## src/rtl/operand_fetch.sv

```systemverilog
// Operand-fetch stage: reads the register file, bypasses writebacks, tracks
// pending destinations in a busy scoreboard and holds one entry for execute.
module operand_fetch (
    input  logic        clk,
    input  logic        rst_n,
    input  logic        in_valid,
    output logic        in_ready,
    input  logic [3:0]  in_opcode,
    input  logic [3:0]  in_rd,
    input  logic        in_wr,
    input  logic [3:0]  in_rs1,
    input  logic [3:0]  in_rs2,
    input  logic        in_use_imm,
    input  logic [19:0] in_imm,
    output logic [3:0]  r1_select,
    output logic [3:0]  r2_select,
    input  logic [19:0] read1,
    input  logic [19:0] read2,
    input  logic        wb_en,
    input  logic [3:0]  wb_select,
    input  logic [19:0] wb_data,
    output logic        out_valid,
    input  logic        out_ready,
    output logic [3:0]  out_opcode,
    output logic [3:0]  out_rd,
    output logic        out_wr,
    output logic [19:0] out_a,
    output logic [19:0] out_b
);

    typedef struct packed {
        logic [3:0]  opcode;
        logic [3:0]  rd;
        logic        wr;
        logic [3:0]  rs1;
        logic [3:0]  rs2;
        logic        use_imm;
        logic [19:0] a;
        logic [19:0] b;
    } entry_t;

    entry_t      entry_q, entry_d;
    logic        valid_q, valid_d;
    logic [15:0] busy_q, busy_d;
    logic [15:0] clr;
    logic [15:0] busy_eff;
    logic        hazard;
    logic        accept;
    logic        deq;

    assign r1_select = in_rs1;
    assign r2_select = in_rs2;

    // NOTE: every signal written in an always_comb gets a default first, so no path leaves it unassigned and no latch is inferred.
    always_comb begin
        clr = '0;
        if (wb_en) clr[wb_select] = 1'b1;
    end

    // A writeback this cycle resolves the hazard this cycle.
    assign busy_eff = busy_q & ~clr;
    assign hazard   = busy_eff[in_rs1]
                    | (~in_use_imm & busy_eff[in_rs2])
                    | (in_wr & busy_eff[in_rd]);
    assign in_ready = (~valid_q | out_ready) & ~hazard;
    assign accept   = in_valid & in_ready;
    assign deq      = valid_q & out_ready;

    always_comb begin
        entry_d = entry_q;
        valid_d = valid_q;
        if (accept) begin
            valid_d         = 1'b1;
            entry_d.opcode  = in_opcode;
            entry_d.rd      = in_rd;
            entry_d.wr      = in_wr;
            entry_d.rs1     = in_rs1;
            entry_d.rs2     = in_rs2;
            entry_d.use_imm = in_use_imm;
            entry_d.a       = clr[in_rs1] ? wb_data : read1;
            entry_d.b       = in_use_imm ? in_imm : (clr[in_rs2] ? wb_data : read2);
        end else if (deq) begin
            valid_d = 1'b0;
        end else if (valid_q) begin
            // Stalled entry keeps snooping writebacks instead of re-reading.
            if (clr[entry_q.rs1])                     entry_d.a = wb_data;
            if (clr[entry_q.rs2] && !entry_q.use_imm) entry_d.b = wb_data;
        end
    end

    always_comb begin
        busy_d = busy_q & ~clr;
        if (accept && in_wr) busy_d[in_rd] = 1'b1;
    end

    // NOTE: sequential state uses non-blocking assignments so every flop samples pre-edge values regardless of statement order.
    always_ff @(posedge clk or negedge rst_n) begin
        if (!rst_n) begin
            entry_q <= '0;
            valid_q <= 1'b0;
            busy_q  <= '0;
        end else begin
            entry_q <= entry_d;
            valid_q <= valid_d;
            busy_q  <= busy_d;
        end
    end

    assign out_valid  = valid_q;
    assign out_opcode = entry_q.opcode;
    assign out_rd     = entry_q.rd;
    assign out_wr     = entry_q.wr;
    assign out_a      = entry_q.a;
    assign out_b      = entry_q.b;

endmodule
```

## config.mk

```make
export PLATFORM = sky130hd
export DESIGN_NAME = operand_fetch
export DESIGN_NICKNAME = d
export VERILOG_FILES = /design/src/rtl/operand_fetch.sv
export SDC_FILE = /design/constraint.sdc
export NUM_CORES = 1
export LEC_CHECK = 0
export CORE_MARGIN = 1
export CORE_UTILIZATION = 45
export DETAILED_ROUTE_END_ITERATION = 10
export PLACE_DENSITY = 0.76
export SYNTH_ARGS = -nofsm -noshare
export SYNTH_HDL_FRONTEND = slang
export SYNTH_SLANG_ARGS = --single-unit
```

## constraint.sdc

```tcl
create_clock -name clk -period 4.34 [get_ports clk]
set_clock_uncertainty 0.15 [all_clocks]
set_input_delay 1.302 -clock clk [delete_from_list [all_inputs] [get_ports clk]]
set_output_delay 1.302 -clock clk [all_outputs]
set_load 0.05 [all_outputs]
```

==> reports/metrics.json <==
{
  "status": {
    "outcome": "complete, but fails checks",
    "failed_checks": "negative setup slack"
  },
  "setup_path": {
    "data_required_critical_path_ns": 2.89,
    "critical_path.reg2reg.endpoint": "out_b[16]",
    "worstSetupPathType": "in2out",
    "crit_fanout": 6,
    "worstSetupEndpointType": "output port",
    "worst_path_max_delay_cell": "or3b_4",
    "critPathArrivalTime_ns": 3.05,
    "largest_stage_delay_on_the_critical_path_ns": 0.46,
    "reg2reg_setup_slack_ns": 0.77,
    "critical_path.cell_chain": "buf_8 > or3b_4 > o21ai_4 > mux4_2 > o22ai_2 > a211oi_2 > nand2_2 > nor2_4 > buf_12",
    "reg2reg_from": "busy_q[15]",
    "worstPathBufferInverterCount": 2,
    "start_kind": "input port",
    "reg2reg_depth": 18,
    "critical-path-top-delay-family": "simple AND/OR/NAND/NOR gates"
  },
  "timing": {
    "fin_crit_sh": 1.04,
    "max_slew_margin": 0.311,
    "fin_setup_tns_ns": -2.37,
    "grt_setup_unrepaired": "true",
    "maxClockFrequency_mhz": 222,
    "final-setup-viol-count": 21,
    "tightest_slew_ns": 1.02,
    "period_minus_slack_ns": 4.51,
    "hold_violations": 0,
    "final.setup.worst_slack_ns": -0.165,
    "timing.final.max_slew_violations": 0,
    "holdWs_ns": 0.341
  },
  "place": {
    "dp_hpwl_um": 10900,
    "gpl.final_weighted_congestion": 0.855,
    "dp_cells": 746,
    "io_buffer_count": 165
  },
  "logic_synthesis": {
    "synth-edff-count": 0,
    "mappedNetlistNets": 574,
    "synth.yosys.seq_area_share": 0.396,
    "yosys_warnings": 0,
    "synth_ff_type": "dfrtp_1",
    "asyncSetResetFlopFracSynth": 1.00,
    "syn_area_sq_mm": 0.00474,
    "synth.ff_latch_count": 75,
    "syn_avg_cell_area_sq_um": 10.2,
    "synth_cell_types": 54,
    "synthCells": 467
  },
  "floorplanning": {
    "die-area_sq_mm": 0.0109,
    "floorplan.initialDensity": 0.461,
    "fp-row-count": 37,
    "die_height_um": 105,
    "io-pin-count": 166,
    "dieWidth_um": 105,
    "coreArea_sq_mm": 0.0103
  },
  "routing": {
    "number_of_vias_after_detailed_routing": 4302,
    "initialDrtViolationCount": 262,
    "viasPerCell": 5.51,
    "route.antenna.remaining_nets": 0,
    "drc": 0,
    "wl_per_cell_um": 19.7,
    "detail_route.wirelength_um": 15400,
    "first_pass_iters": 4
  },
  "cts": {
    "tritoncts": "done",
    "cts_buffer_depth": 2,
    "cts_made_buffers": 9,
    "cts_root_buffer": "clkbuf_8",
    "cts_hold_buffers": 0,
    "clkSinkCount": 75,
    "clock_insertion_delay_worst_skew_ns": 0.35,
    "htree_levels": 3,
    "cts.clk_slew.worst_paths_ns": 0.08
  },
  "finish": {
    "area_growth_pct": 52.2,
    "final_cells": 781,
    "filler_cell_count": 810,
    "fin_nets": 747,
    "final_layout_size_suffix_gt1_frac": 0.291,
    "antenna_cells": 0
  },
  "min_path": {
    "min-delay-start": "out_a[9]",
    "min_to": "out_a[9]",
    "worst_hold_path.num_cells": 2,
    "hold_path.class": "reg2reg"
  },
  "grt": {
    "wire_length_of_the_first_global_routing_pass_um": 23600,
    "grt-ovfl-total": 0,
    "overall_track_demand_over_capacity_in_global_routing": 0.277,
    "antenna_found_initial": 0,
    "number_of_global_route_vias_before_repair": 4481,
    "grt_start_max_net_pins": 76
  },
  "flow_run": {
    "max_cap_violation_count": 0
  },
  "pwr": {
    "max-vdd-ir-drop_mv": 0.278,
    "power_density_mw_per_mm2": 497,
    "static-leakage-power_uw": 0.00297,
    "power_uw": 3580
  }
}
==> worst max-delay path by stage <==
stage | start | endpoint | slack, ns | depth (start not counted)
global placement | wb_select[0] | in_ready | -0.67 | 8
floorplan | wb_select[2] | in_ready | -0.13 | 8
global route | wb_select[1] | out_b[9] | -0.27 | 21
detailed placement | wb_en | out_a[3] | -0.70 | 13
CTS | wb_select[3] | in_ready | -0.19 | 9
finish | wb_select[3] | in_ready | -0.17 | 9
==> worst reg2reg max path, delay by kind of cell, from the launching register on <==
kind            cells  cell delay (ns)
compound gates      4             0.46
buf+inv            10             1.31
flops               1             0.35
mux                 1             0.50
simple gates        3             0.71
==> metal layers <==
layer / vias to the layer above / wire length (um) / global-route usage
met5: - / 0 / 0
li1: 1986 / - / -
met2: 181 / 8230 / 0.516
met3: 22 / 1030 / 0.0474
met4: 0 / 230 / 0.0895
met1: 2113 / 5920 / 0.322
==> cells by family (layout without fill, tap and decap cells) <==
logic type,Yosys count,count (layout),synth area share
flip-flops,75,75,0.396
AND/OR/NAND/NOR,77,80,0.0860
AO/OA/AOI/OAI,168,168,0.248
XOR/XNOR,16,16,0.0296
buffers and inverters,92,267,0.137
multiplexers,39,39,0.103
==> layout by cell type, fill, tap and decap left out, types with 3 or more instances in the layout <==
master,synthesis,routed
a21o_1,11,11
a21oi_2,20,19
a22o_1,11,11
buf_12,0,13
buf_4,59,67
buf_6,9,12
clkbuf_8,0,11
clkdlybuf4s50_1,0,148
dfrtp_1,75,75
inv_1,6,5
mux2_1,17,17
mux2i_1,13,12
mux4_2,6,6
nand2_1,36,35
nand2b_1,3,3
nand3_1,4,3
nand3b_1,3,3
nor2_1,7,5
nor2b_1,4,4
o2111ai_1,8,8
o21a_1,21,21
o21ai_1,54,47
o21ai_2,2,11
o21ai_4,0,3
o22ai_1,21,15
o22ai_2,0,4
or2_4,2,5
xnor2_1,8,8
xor2_1,8,8
==> repair_timing <==
item                                    4_1_cts  5_1_grt
gates resized for setup                      52       49
gates cloned                                  3        1
pin swaps                                     9       13
endpoints found under the setup margin       48       57
setup buffers                                 7        8
==> Yosys cell counts (3+ instances only) <==
| cell type | n | share of area |
|---|---|---|
| dfrtp_1 | 75 | 0.40 |
| mux2i_1 | 13 | 0.027 |
| nand3b_1 | 3 | 0.0048 |
| mux4_2 | 6 | 0.029 |
| inv_1 | 6 | 0.0048 |
| nor2_1 | 7 | 0.0055 |
| a22o_1 | 11 | 0.020 |
| o2111ai_1 | 8 | 0.015 |
| nand2_1 | 36 | 0.029 |
| clkbuf_1 | 7 | 0.0055 |
| a21o_1 | 11 | 0.017 |
| buf_4 | 59 | 0.093 |
| buf_6 | 9 | 0.021 |
| nor2b_1 | 4 | 0.0053 |
| o22ai_1 | 21 | 0.028 |
| xnor2_1 | 8 | 0.015 |
| xor2_1 | 8 | 0.015 |
| mux2_1 | 17 | 0.040 |
| nand2b_1 | 3 | 0.0040 |
| o21ai_1 | 54 | 0.057 |
| nand3_1 | 4 | 0.0042 |
| a21oi_2 | 20 | 0.037 |
| o21ai_0 | 7 | 0.0074 |
| buf_2 | 10 | 0.011 |
| o21a_1 | 21 | 0.033 |
| mux2_2 | 3 | 0.0071 |
==> stage by stage <==
| stage | cell area (sq um) | utilization | setup slack (ns) |
|---|---|---|---|
| 3_5_place_dp | 6540 | 0.636 | -0.699 |
| 2_1_floorplan | 4770 | - | -0.128 |
| 5_1_grt | 7210 | 0.702 | -0.267 |
| 4_1_cts | 6920 | 0.673 | -0.192 |
| 3_3_place_gp | 6540 | 0.636 | -0.666 |
| 6_report | 7210 | 0.702 | -0.165 |
==> final cells by class <==
type | instances | area (sq um) | area share
clock buffer | 12 | 155 | 0.0215
clock inverter | 4 | 72.6 | 0.0101
inverter | 6 | 22.5 | 0.00312
multi-input combinational | 303 | 2460 | 0.342
sequential | 75 | 1880 | 0.260
tap | 136 | 170 | 0.0236
timing repair buffer | 245 | 2450 | 0.340
==> sequential cells by signal, indices dropped and copies added, names as in the netlist <==
register,cells
out_rd,4
out_a,20
out_wr,1
busy_q,16
entry_q,9
out_b,20
out_valid,1
out_opcode,4
==> where the power goes <==
part           switching, uW  internal, uW  leakage [uW]
Clock                    278           355      0.000113
Sequential               130           922      0.000895
Combinational           1120           777       0.00196
Total                   1530          2050       0.00297
No activity file was read; power rests on OpenSTA's default activity.
